### config.mk
export PLATFORM = sky130hd
export DESIGN_NAME = serial_sub
export DESIGN_NICKNAME = d
export VERILOG_FILES = /design/src/rtl/sub_pkg.sv /design/src/rtl/fs_cell.sv /design/src/rtl/serial_sub.sv
export SDC_FILE = /design/constraint.sdc
export NUM_CORES = 1
export LEC_CHECK = 0
export CORE_MARGIN = 10
export CORE_UTILIZATION = 45
export CTS_BUF_LIST = sky130_fd_sc_hd__clkbuf_8
export CTS_CLUSTER_DIAMETER = 30
export DETAILED_ROUTE_END_ITERATION = 7
export PLACE_DENSITY = 0.7
export SLEW_MARGIN = 25
export SYNTH_ARGS = -nofsm -noshare
export SYNTH_HDL_FRONTEND = slang
export SYNTH_SLANG_ARGS = --single-unit
### constraint.sdc
create_clock -name clk -period 1.76 [get_ports clk]
set_input_delay 0.352 -clock clk [delete_from_list [all_inputs] [get_ports clk]]
set_output_delay 0.352 -clock clk [all_outputs]
set_load 0.005 [all_outputs]
### src/rtl/sub_pkg.sv
// Shared definitions for the bit-serial subtractor: FSM state type and
// the default operand width.
package sub_pkg;

    typedef enum logic [1:0] {
        IDLE  = 2'd0,
        SHIFT = 2'd1,
        DONE  = 2'd2
    } sub_state_t;

    localparam int SUB_W_DEF = 8;

endpackage

### src/rtl/fs_cell.sv
// Combinational 1-bit full subtractor: d = x - y - bin, bo is the borrow out.
module fs_cell (
    input  logic x,
    input  logic y,
    input  logic bin,
    output logic d,
    output logic bo
);

    assign d  = x ^ y ^ bin;
    assign bo = (~x & y) | (~(x ^ y) & bin);

endmodule

### src/rtl/serial_sub.sv
// Bit-serial subtractor computing a - b one bit per clock, LSB first,
// through a single fs_cell with the borrow kept in a flop between bits.
module serial_sub
    import sub_pkg::*;
#(
    parameter  int WIDTH = SUB_W_DEF,
    localparam int CW    = $clog2(WIDTH)
) (
    input  logic             clk,
    input  logic             rst_n,
    input  logic             start,
    input  logic [WIDTH-1:0] a,
    input  logic [WIDTH-1:0] b,
    output logic             busy,
    output logic             done,
    output logic [WIDTH-1:0] diff,
    output logic             bout
);

    localparam logic [CW-1:0] LAST = CW'(WIDTH - 1);

    sub_state_t       state_q, state_d;
    logic [WIDTH-1:0] sa_q, sa_d;
    logic [WIDTH-1:0] sb_q, sb_d;
    logic [WIDTH-1:0] sr_q, sr_d;
    logic             br_q, br_d;
    logic [CW-1:0]    cnt_q, cnt_d;
    logic [WIDTH-1:0] diff_q, diff_d;
    logic             bout_q, bout_d;

    logic cellD;
    logic cellBo;

    fs_cell u_cell (
        .x   (sa_q[0]),
        .y   (sb_q[0]),
        .bin (br_q),
        .d   (cellD),
        .bo  (cellBo)
    );

    always_ff @(posedge clk or negedge rst_n) begin
        if (!rst_n) begin
            state_q <= IDLE;
            sa_q    <= '0;
            sb_q    <= '0;
            sr_q    <= '0;
            br_q    <= 1'b0;
            cnt_q   <= '0;
            diff_q  <= '0;
            bout_q  <= 1'b0;
        end else begin
            state_q <= state_d;
            sa_q    <= sa_d;
            sb_q    <= sb_d;
            sr_q    <= sr_d;
            br_q    <= br_d;
            cnt_q   <= cnt_d;
            diff_q  <= diff_d;
            bout_q  <= bout_d;
        end
    end

    always_comb begin
        state_d = state_q;
        sa_d    = sa_q;
        sb_d    = sb_q;
        sr_d    = sr_q;
        br_d    = br_q;
        cnt_d   = cnt_q;
        diff_d  = diff_q;
        bout_d  = bout_q;

        unique case (state_q)
            IDLE: begin
                if (start) begin
                    sa_d    = a;
                    sb_d    = b;
                    br_d    = 1'b0;
                    cnt_d   = '0;
                    state_d = SHIFT;
                end
            end
            SHIFT: begin
                sa_d  = sa_q >> 1;
                sb_d  = sb_q >> 1;
                sr_d  = {cellD, sr_q[WIDTH-1:1]};
                br_d  = cellBo;
                cnt_d = cnt_q + CW'(1);
                // The result registers load from the final shift so they
                // stay stable for the whole operation and change only on DONE entry.
                if (cnt_q == LAST) begin
                    diff_d  = {cellD, sr_q[WIDTH-1:1]};
                    bout_d  = cellBo;
                    state_d = DONE;
                end
            end
            DONE: begin
                state_d = IDLE;
            end
            default: begin
                state_d = IDLE;
            end
        endcase
    end

    assign busy = (state_q != IDLE);
    assign done = (state_q == DONE);
    assign diff = diff_q;
    assign bout = bout_q;

endmodule
==> results of run 1 <==
[how the worst max path moves through the flow]
stage                     slack (ns)  cells past startpoint                    from             endpoint
after floorplan                 0.28                      5    cnt_q[0]$_DFFE_PN0P_  diff[0]$_DFFE_PN0P_
after global placement          0.07                      3                   start  sa_q[3]$_DFFE_PN0P_
after detailed placement      -0.003                      3                   start  sa_q[1]$_DFFE_PN0P_
after CTS                       0.03                      2  state_q[0]$_DFFE_PN0P_                 done
after global routing           0.006                      4  state_q[1]$_DFFE_PN0P_  sr_q[5]$_DFFE_PN0P_
final                            0.1                      4  state_q[1]$_DFFE_PN0P_  sr_q[5]$_DFFE_PN0P_
[worst max-delay path, cell delays in order, from the launching register on]
cell	delay (ns)
dfrtp_1	0.37
buf_4	0.12
buf_4	0.21
nand2b_1	0.45
mux2_2	0.39
[sequential cells by signal, indices dropped and copies added (netlist names)]
register and count:
sb_q 8, bout 1, br_q 1, cnt_q 3, diff 8, sr_q 7, sa_q 8, state_q 2
[routing by layer]
metal  vias to the layer above  share of wire, %
li1                        562                 -
met1                       589                44
met2                        29                48
met3                         2               6.9
met4                         0               1.1
met5                         -                 0
[cell type report]
| class | count | share of cell area, % |
|---|---|---|
| inverter | 14 | 2.411 |
| sequential | 38 | 43.63 |
| clock buffer | 6 | 3.789 |
| timing repair buffer | 38 | 16.25 |
| tap | 48 | 2.755 |
| multi-input combinational | 76 | 31.17 |
[Yosys cell counts, drive strengths merged, types with 2 or more instances]
cell	n
mux2	15
dfrtp	38
nor4b	11
buf	9
a211oi	11
o221a	3
a22o	2
nor3b	11
or4b	3
ha	2
inv	14
nand2	3
mux2i	2
[repair_timing]
item / in CTS / in global routing
resized for setup: 1 / 1
endpoints found under the setup margin: 1 / 1
buffers inserted: 1 / 0
cloned: 0 / 0
[through the flow]
step                      hold WS (ns)  setup TNS [ns]  util, %  power (mW)
after global placement          0.4192               0    56.20       2.938
final                           0.1129               0    58.65       3.556
after global routing            0.1483               0    58.65       3.861
after detailed placement        0.4251       -0.002523    56.20       3.020
after CTS                       0.1293               0    58.59       3.606
after floorplan                0.05641               0        -       2.470
[cells in the final DEF, fill, tap and decap left out, types with 2 or more instances in the layout]
cell type / instances
a211oi_1: 11
a22o_1: 2
buf_4: 9
clkbuf_8: 6
clkdlybuf4s50_1: 26
dfrtp_1: 38
ha_1: 2
inv_1: 14
mux2_2: 14
mux2i_1: 2
nand2_1: 3
nor3b_1: 11
nor4b_1: 11
o221a_2: 3
or4b_1: 3
[cells by family after synthesis]
logic type,count (synthesis),synth area share [%]
DFF,38,54.56
adders and majority gates,3,2.584
and+or+nand+nor,34,15.08
muxes,17,10.84
buffers and inverters,24,6.460
AOI/OAI and AO/OA,22,10.48
[power groups by stage]
stage / clock network [mW] / registers [mW] / logic [mW]
final: 0.571 / 1.53 / 1.46
after detailed placement: 0 / 1.54 / 1.48
after CTS: 0.588 / 1.53 / 1.49
after floorplan: 0 / 1.50 / 0.971
after global placement: 0 / 1.52 / 1.41
after global routing: 0.643 / 1.58 / 1.64
==> qor.yml, run 1 <==
sta:
  report.final.hold_viol_count: 0
  setup_ws_ns: 0.09660
  rsz0062_at_grt: "no"
  finalSetupViolCount: 0
  worst_pin_slew_ns: 0.6186
  slew_viol_final: 0
  fin_crit_sh_pct: 94.51
  fmax_mhz: 601.2
  period_needed_ns: 1.663
  skew_ns: 0.001423
  slew-limit-headroom_pct: 58.73
logic_synthesis:
  syn_area_um2: 1743
  synth_edf_count: 0
  synth_cells: 138
  synth_ff_type: "dfrtp_1"
  ys_ff_latch: 38
  synthDistinctLibCells: 30
  netlist.area_leader.share_pct: 54.56
  ys_seq_area_share_pct: 54.56
  async_reset_ff_share_pct: 100.0
  yosys_warnings: 0
  synth_top_area_cell: "dfrtp_1"
  postSynthAreaPerCell_um2: 12.63
  syn_nets: 160
  synth_area_leaders: "dfrtp_1, mux2_2, nor4b_1"
route:
  wl_mm: 3.581
  vias_per_cell: 5.373
  drc: 0
  drt_iter0_drc: 55
  ant_nets: 0
  vias: 1182
  drt_first_pass_iters: 4
  post_drt_wl_per_cell_um: 16.28
critical_path:
  path_class: "reg -> reg"
  r2r_cells: 4
  reg2reg_slack_ns: 0.1
  r2r_start: "state_q[1]$_DFFE_PN0P_"
  start_kind: "flip-flop"
  rr_endpoint: "sr_q[5]$_DFFE_PN0P_"
  worstPathMaxFanout: 21
  cp.required_ns: 1.93
  cp.arrival_ns: 1.83
  endpoint_kind: "flip-flop"
power_and_ir_drop:
  clockPowerShare_pct: 16.1
  leakagePower_nw: 0.9562
  p_sw_mw: 1.116
  switching_share_pct: 31.39
  peakVddDrop_mv: 0.7921
  internal_power_mw: 2.440
  power_density_nw_per_um2: 1632
  p_comb_share_pct: 41.0
  seqPwrFrac_pct: 43.0
placement:
  placed_cells: 213
  place_area_um2: 2088
  dp_hpwl_mm: 2.600
  place.gp.congestion: 0.7557
  io_buffers: 29
  preCtsSetupSlack_ns: -0.002523
final_layout:
  area_growth_pct: 25.05
  drive_gt1_share_pct: 21.51
  seqCellArea_um2: 950.9
  antennaDiodeCount: 0
  nFillCells: 320
  multiInputGateArea_um2: 679.4
  design_area_um2: 2180
  final_cells: 220
  fin_nets: 195
clock_tree:
  numCtsBuffers: 5
  cts_sinks: 38
  cts_tree: "built"
  cts_htree_levels: 2
  clk_pin_slew_worst_paths_ns: 0.07
  holdBufCountCts: 0
  cts_root_buffer: "clkbuf_8"
  clockBufferDepth: 2
  insertion_delay_ns: 0.28
global_route:
  use_met1_pct: 15.63
  overflow: 0
  grt_max_degree: 39
  antenna_found_initial: 0
  grt_use_met2_pct: 16.80
  busiest_layer: "met2"
  use_met3_pct: 4.212
  grt_pass1_wl_mm: 6.168
  grt_pass1_vias: 1244
  grtUsageTotal_pct: 11.76
worst_hold_path:
  hp-class: "in -> async"
floorplan:
  ios: 30
  die-area_um2: 6763
  rows: 22
  core_area_um2: 3716
  start_util_pct: 46.90
  die_x_um: 82.24
  die_height_um: 82.24
flow_run:
  cap_violations: 0
outcome:
  status: "complete, no violations"
Power figures use the tool's default switching activity.
==> inputs of run 2 (changes only) <==
CORE_UTILIZATION = 54   (was 45)
HOLD_SLACK_MARGIN = 0.12   (was unset)
PLACE_DENSITY = 0.81   (was 0.7)
==> run 2 against run 1 <==
  * Worst hold slack improved by 0.38 ns
  * First-iteration DRC count increased by 84%
  * Cell area increased by 1.3%
  * Clock skew increased by 0.0049 ns
  * Sequential power about the same
  * Largest cell class unchanged
  * Largest power group unchanged
==> qor.yml, run 2 (synthesized netlist as in run 1, its figures left out) <==
outcome:
  status: "complete, no violations"
sta:
  worst_pin_slew_ns: 0.6277
  finalSetupViolCount: 0
  rsz0062_at_grt: "no"
  fmax_mhz: 607.9
  fin_crit_sh_pct: 93.47
  skew_ns: 0.006320
  slew-limit-headroom_pct: 58.12
  hold_ws_ns: 0.4955
  fin_setup_tns_ns: 0
  period_needed_ns: 1.645
  slew_viol_final: 0
  report.final.hold_viol_count: 0
placement:
  placed_cells: 209
  place.gp.congestion: 0.7505
  io_buffers: 29
  dp_hpwl_mm: 2.499
critical_path:
  worstPathMaxFanout: 3
  r2r_start: "state_q[0]$_DFFE_PN0P_"
  endpoint_kind: "output port"
  r2r_cells: 4
  cp.required_ns: 1.41
  cp-startpoint: "state_q[1]$_DFFE_PN0P_"
  path_class: "reg -> out"
  start_kind: "flip-flop"
  cp.arrival_ns: 1.29
floorplan:
  core_area_um2: 3078
  start_util_pct: 56.63
  rows: 20
  die-area_um2: 5900
  ios: 30
  die_height_um: 76.81
  die_x_um: 76.81
route:
  ant_nets: 0
  drc: 0
  vias_per_cell: 5.457
  wl_mm: 3.610
  post_drt_wl_per_cell_um: 16.48
  drt_iter0_drc: 101
  drt_first_pass_iters: 4
  vias: 1195
clock_tree:
  cts_tree: "built"
  insertion_delay_ns: 0.28
  clockBufferDepth: 2
  clk_pin_slew_worst_paths_ns: 0.07
  cts_htree_levels: 2
  cts_root_buffer: "clkbuf_8"
  numCtsBuffers: 5
  cts_sinks: 38
global_route:
  grt_pass1_wl_mm: 6.265
  overflow: 0
  grtUsageTotal_pct: 12.69
  antenna_found_initial: 0
  grt_pass1_vias: 1254
  grt_max_degree: 39
power_and_ir_drop:
  leakagePower_nw: 0.9632
  finalPower_mw: 3.726
  power_density_nw_per_um2: 1688
  peakVddDrop_mv: 1.137
final_layout:
  drive_gt1_share_pct: 21.14
  layout_commonest_cell: "dfrtp_1"
  fin_nets: 196
  antennaDiodeCount: 0
  utilization_pct: 71.71
  final_cell_mix: "dfrtp_1, clkdlybuf4s50_1, inv_1"
  area_growth_pct: 26.63
  final_cells: 219
flow_run:
  cap_violations: 0
worst_hold_path:
  hp-class: "in -> async"
-- run 2: where the power goes --
group | internal, mW | leakage [nW] | switching (mW)
Clock | 0.412 | 0.0607 | 0.281
Combinational | 0.862 | 0.446 | 0.642
Sequential | 1.30 | 0.456 | 0.233
Total | 2.57 | 0.963 | 1.16
-- run 2: cell type report --
cell class	count	area, µm²
clock inverter	3	37.54
inverter	14	52.55
fill	231	870.8
sequential	38	950.9
timing repair buffer	39	362.8
clock buffer	5	68.82
multi-input combinational	76	679.4
tap	44	55.05
-- run 2: what timing repair did --
item	in CTS	in global routing
gates resized for setup	2	0
hold buffers	0	0
buffers inserted	2	0
endpoints found under the setup margin	1	0
-- run 2: final timing paths --
check | to | slack [ns]
worst max-delay path | busy | 0.11
worst min register to register | sa_q[7]$_DFFE_PN0P_ | 0.50
min in group clk | sa_q[7]$_DFFE_PN0P_ | 0.50
worst max register to register | sa_q[2]$_DFFE_PN0P_ | 0.14
max in group asynchronous | cnt_q[2]$_DFFE_PN0P_ | 0.93
worst min-delay path | diff[1]$_DFFE_PN0P_ | 0.50
-- run 2: routing by layer --
layer	up-vias	GRT usage (%)	share of wire, %
li1	572	-	-
met1	590	17.07	49
met2	31	19.48	47
met3	2	3.497	4.0
met4	0	3.346	0.47
met5	-	0	0
-- run 2: stage by stage --
stage	worst slack (ns)	instance area [µm²]
floorplan	0.2761	1743
global placement	0.001485	2088
detailed placement	-0.1078	2088
CTS	0.1105	2207
global route	0.01445	2207
finish	0.1150	2207
-- run 2: critical path, stage by stage, from the launching register on --
cell and delay (ns):
dfrtp_1 0.40, or2_2 0.34, dlygate4sd2_1 0.28
==> inputs of run 3 (changes only) <==
CELL_PAD_IN_SITES_DETAIL_PLACEMENT = 2   (was unset)
CELL_PAD_IN_SITES_GLOBAL_PLACEMENT = 2   (was unset)
CORE_UTILIZATION = 36   (was 54)
PLACE_DENSITY = unset   (was 0.81)
PLACE_DENSITY_LB_ADDON = 0.1   (was unset)
==> run 3 against run 2 <==
  * Combinational power about the same
  * Cell area up 1.1%
  * Critical endpoint unchanged
  * First-iteration DRC count down 41%
  * Die area up 36%
  * Largest cell class unchanged
  * Worst hold slack worse by 0.055 ns
  * Clock skew about the same
  * Highest routed layer unchanged
==> qor.yml, run 3 (synthesized netlist as in run 1, its figures left out) <==
final_layout:
  nFillCells: 484
  final_cells: 242
  utilization_pct: 47.23
  fin_nets: 197
  layout_commonest_cell: "dfrtp_1"
  area_growth_pct: 28.00
  drive_gt1_share_pct: 22.86
  final_cell_mix: "dfrtp_1, clkdlybuf4s50_1, inv_1, mux2_2"
  antennaDiodeCount: 0
sta:
  skew_ns: 0.006197
  worst_pin_slew_ns: 0.5236
  period_needed_ns: 1.689
  fin_setup_tns_ns: 0
  report.final.hold_viol_count: 0
  fin_crit_sh_pct: 95.96
  fmax_mhz: 592.1
  slew_viol_final: 0
  finalSetupViolCount: 0
  rsz0062_at_grt: "no"
  slew-limit-headroom_pct: 65.09
worst_hold_path:
  hp-class: "in -> async"
floorplan:
  die_x_um: 89.58
  die-area_um2: 8025
  ios: 30
  start_util_pct: 36.90
  die_height_um: 89.58
  core_area_um2: 4723
  rows: 25
clock_tree:
  cts_tree: "built"
  clk_pin_slew_worst_paths_ns: 0.07
  holdBufCountCts: 0
  insertion_delay_ns: 0.29
  cts_sinks: 38
  cts_htree_levels: 2
  cts_root_buffer: "clkbuf_8"
  numCtsBuffers: 5
  clockBufferDepth: 2
power_and_ir_drop:
  p_comb_share_pct: 41.7
  leakagePower_nw: 0.9572
  peakVddDrop_mv: 0.7504
  p_sw_mw: 1.186
  internal_power_mw: 2.426
  clockPowerShare_pct: 15.7
  seqPwrFrac_pct: 42.6
  switching_share_pct: 32.84
  power_density_nw_per_um2: 1619
global_route:
  grtUsageTotal_pct: 12.07
  overflow: 0
  grt_pass1_vias: 1369
  antenna_found_initial: 0
  grt_pass1_wl_mm: 7.334
  grt_max_degree: 39
critical_path:
  cp.required_ns: 1.41
  worstPathMaxFanout: 4
  start_kind: "flip-flop"
  endpoint_kind: "output port"
  cp.arrival_ns: 1.34
  path_class: "reg -> out"
route:
  ant_nets: 0
  drc: 0
  drt_iter0_drc: 60
  vias: 1231
  vias_per_cell: 5.087
  wl_mm: 4.247
  drt_first_pass_iters: 4
  post_drt_wl_per_cell_um: 17.55
placement:
  place.gp.congestion: 0.6826
  placed_cells: 235
  io_buffers: 29
  dp_hpwl_mm: 3.053
flow_run:
  cap_violations: 0
outcome:
  status: "complete, no violations"
[run 3: changes by cell type in the layout (fill, tap and decap cells not counted), sizes merged]
cell | previous run | this run
clkinv | 0 | 2
inv | 16 | 14
bufinv | 1 | 0
buf | 10 | 11
[run 3: worst paths after layout]
path,startpoint,endpoint,slack (ns),cells past startpoint
hold / removal,rst_n,sr_q[3]$_DFFE_PN0P_,0.44,2
hold reg to reg,cnt_q[0]$_DFFE_PN0P_,cnt_q[0]$_DFFE_PN0P_,0.49,1
max in group asynchronous,rst_n,sb_q[7]$_DFFE_PN0P_,1.11,2
setup reg to reg,state_q[1]$_DFFE_PN0P_,sr_q[1]$_DFFE_PN0P_,0.14,3
setup / recovery,state_q[1]$_DFFE_PN0P_,busy,0.07,2
min in group clk,cnt_q[0]$_DFFE_PN0P_,cnt_q[0]$_DFFE_PN0P_,0.49,1
[run 3: worst max-delay path: stages (launching register included)]
cell and delay [ns]:
dfrtp_1 0.41, or2_2 0.35, dlygate4sd2_1 0.28
[run 3: layout make-up]
type,instances,area [µm²],share of cell area [%]
clock buffer,5,68.82,3.085
clock inverter,2,10.01,0.4487
inverter,14,52.55,2.356
multi-input combinational,76,681.9,30.57
sequential,38,950.9,42.62
tap,67,83.83,3.758
timing repair buffer,40,382.9,17.16
[run 3: metal layers]
| metal | vias to the layer above | global-route usage [%] | wire length [µm] |
|---|---|---|---|
| met4 | 0 | 4.769 | 65 |
| met1 | 632 | 14.53 | 1912 |
| li1 | 572 | - | - |
| met2 | 21 | 19.79 | 2094 |
| met5 | - | 0 | 0 |
| met3 | 6 | 3.520 | 174 |
[run 3: stage by stage]
step / hold WS (ns) / setup WS [ns] / area (µm²) / total power, mW
final: 0.4409 / 0.07105 / 2231 / 3.612
after global routing: 0.4572 / 0.01438 / 2231 / 3.961
after global placement: 0.4793 / 0.09504 / 2152 / 3.000
after CTS: 0.4520 / 0.04525 / 2231 / 3.700
after detailed placement: 0.4797 / 0.03461 / 2152 / 3.109
after floorplan: 0.05641 / 0.2761 / 1743 / 2.470
[run 3: power groups by stage]
stage	Sequential [mW]	Clock (mW)	Combinational, mW
after floorplan	1.50	0	0.971
after global placement	1.53	0	1.47
after detailed placement	1.56	0	1.55
after CTS	1.55	0.601	1.55
after global routing	1.61	0.631	1.72
final	1.54	0.568	1.51
[run 3: what timing repair did]
item | in CTS | in global routing
resized for setup | 3 | 0
endpoints found under the setup margin | 2 | 0
buffers inserted | 0 | 0
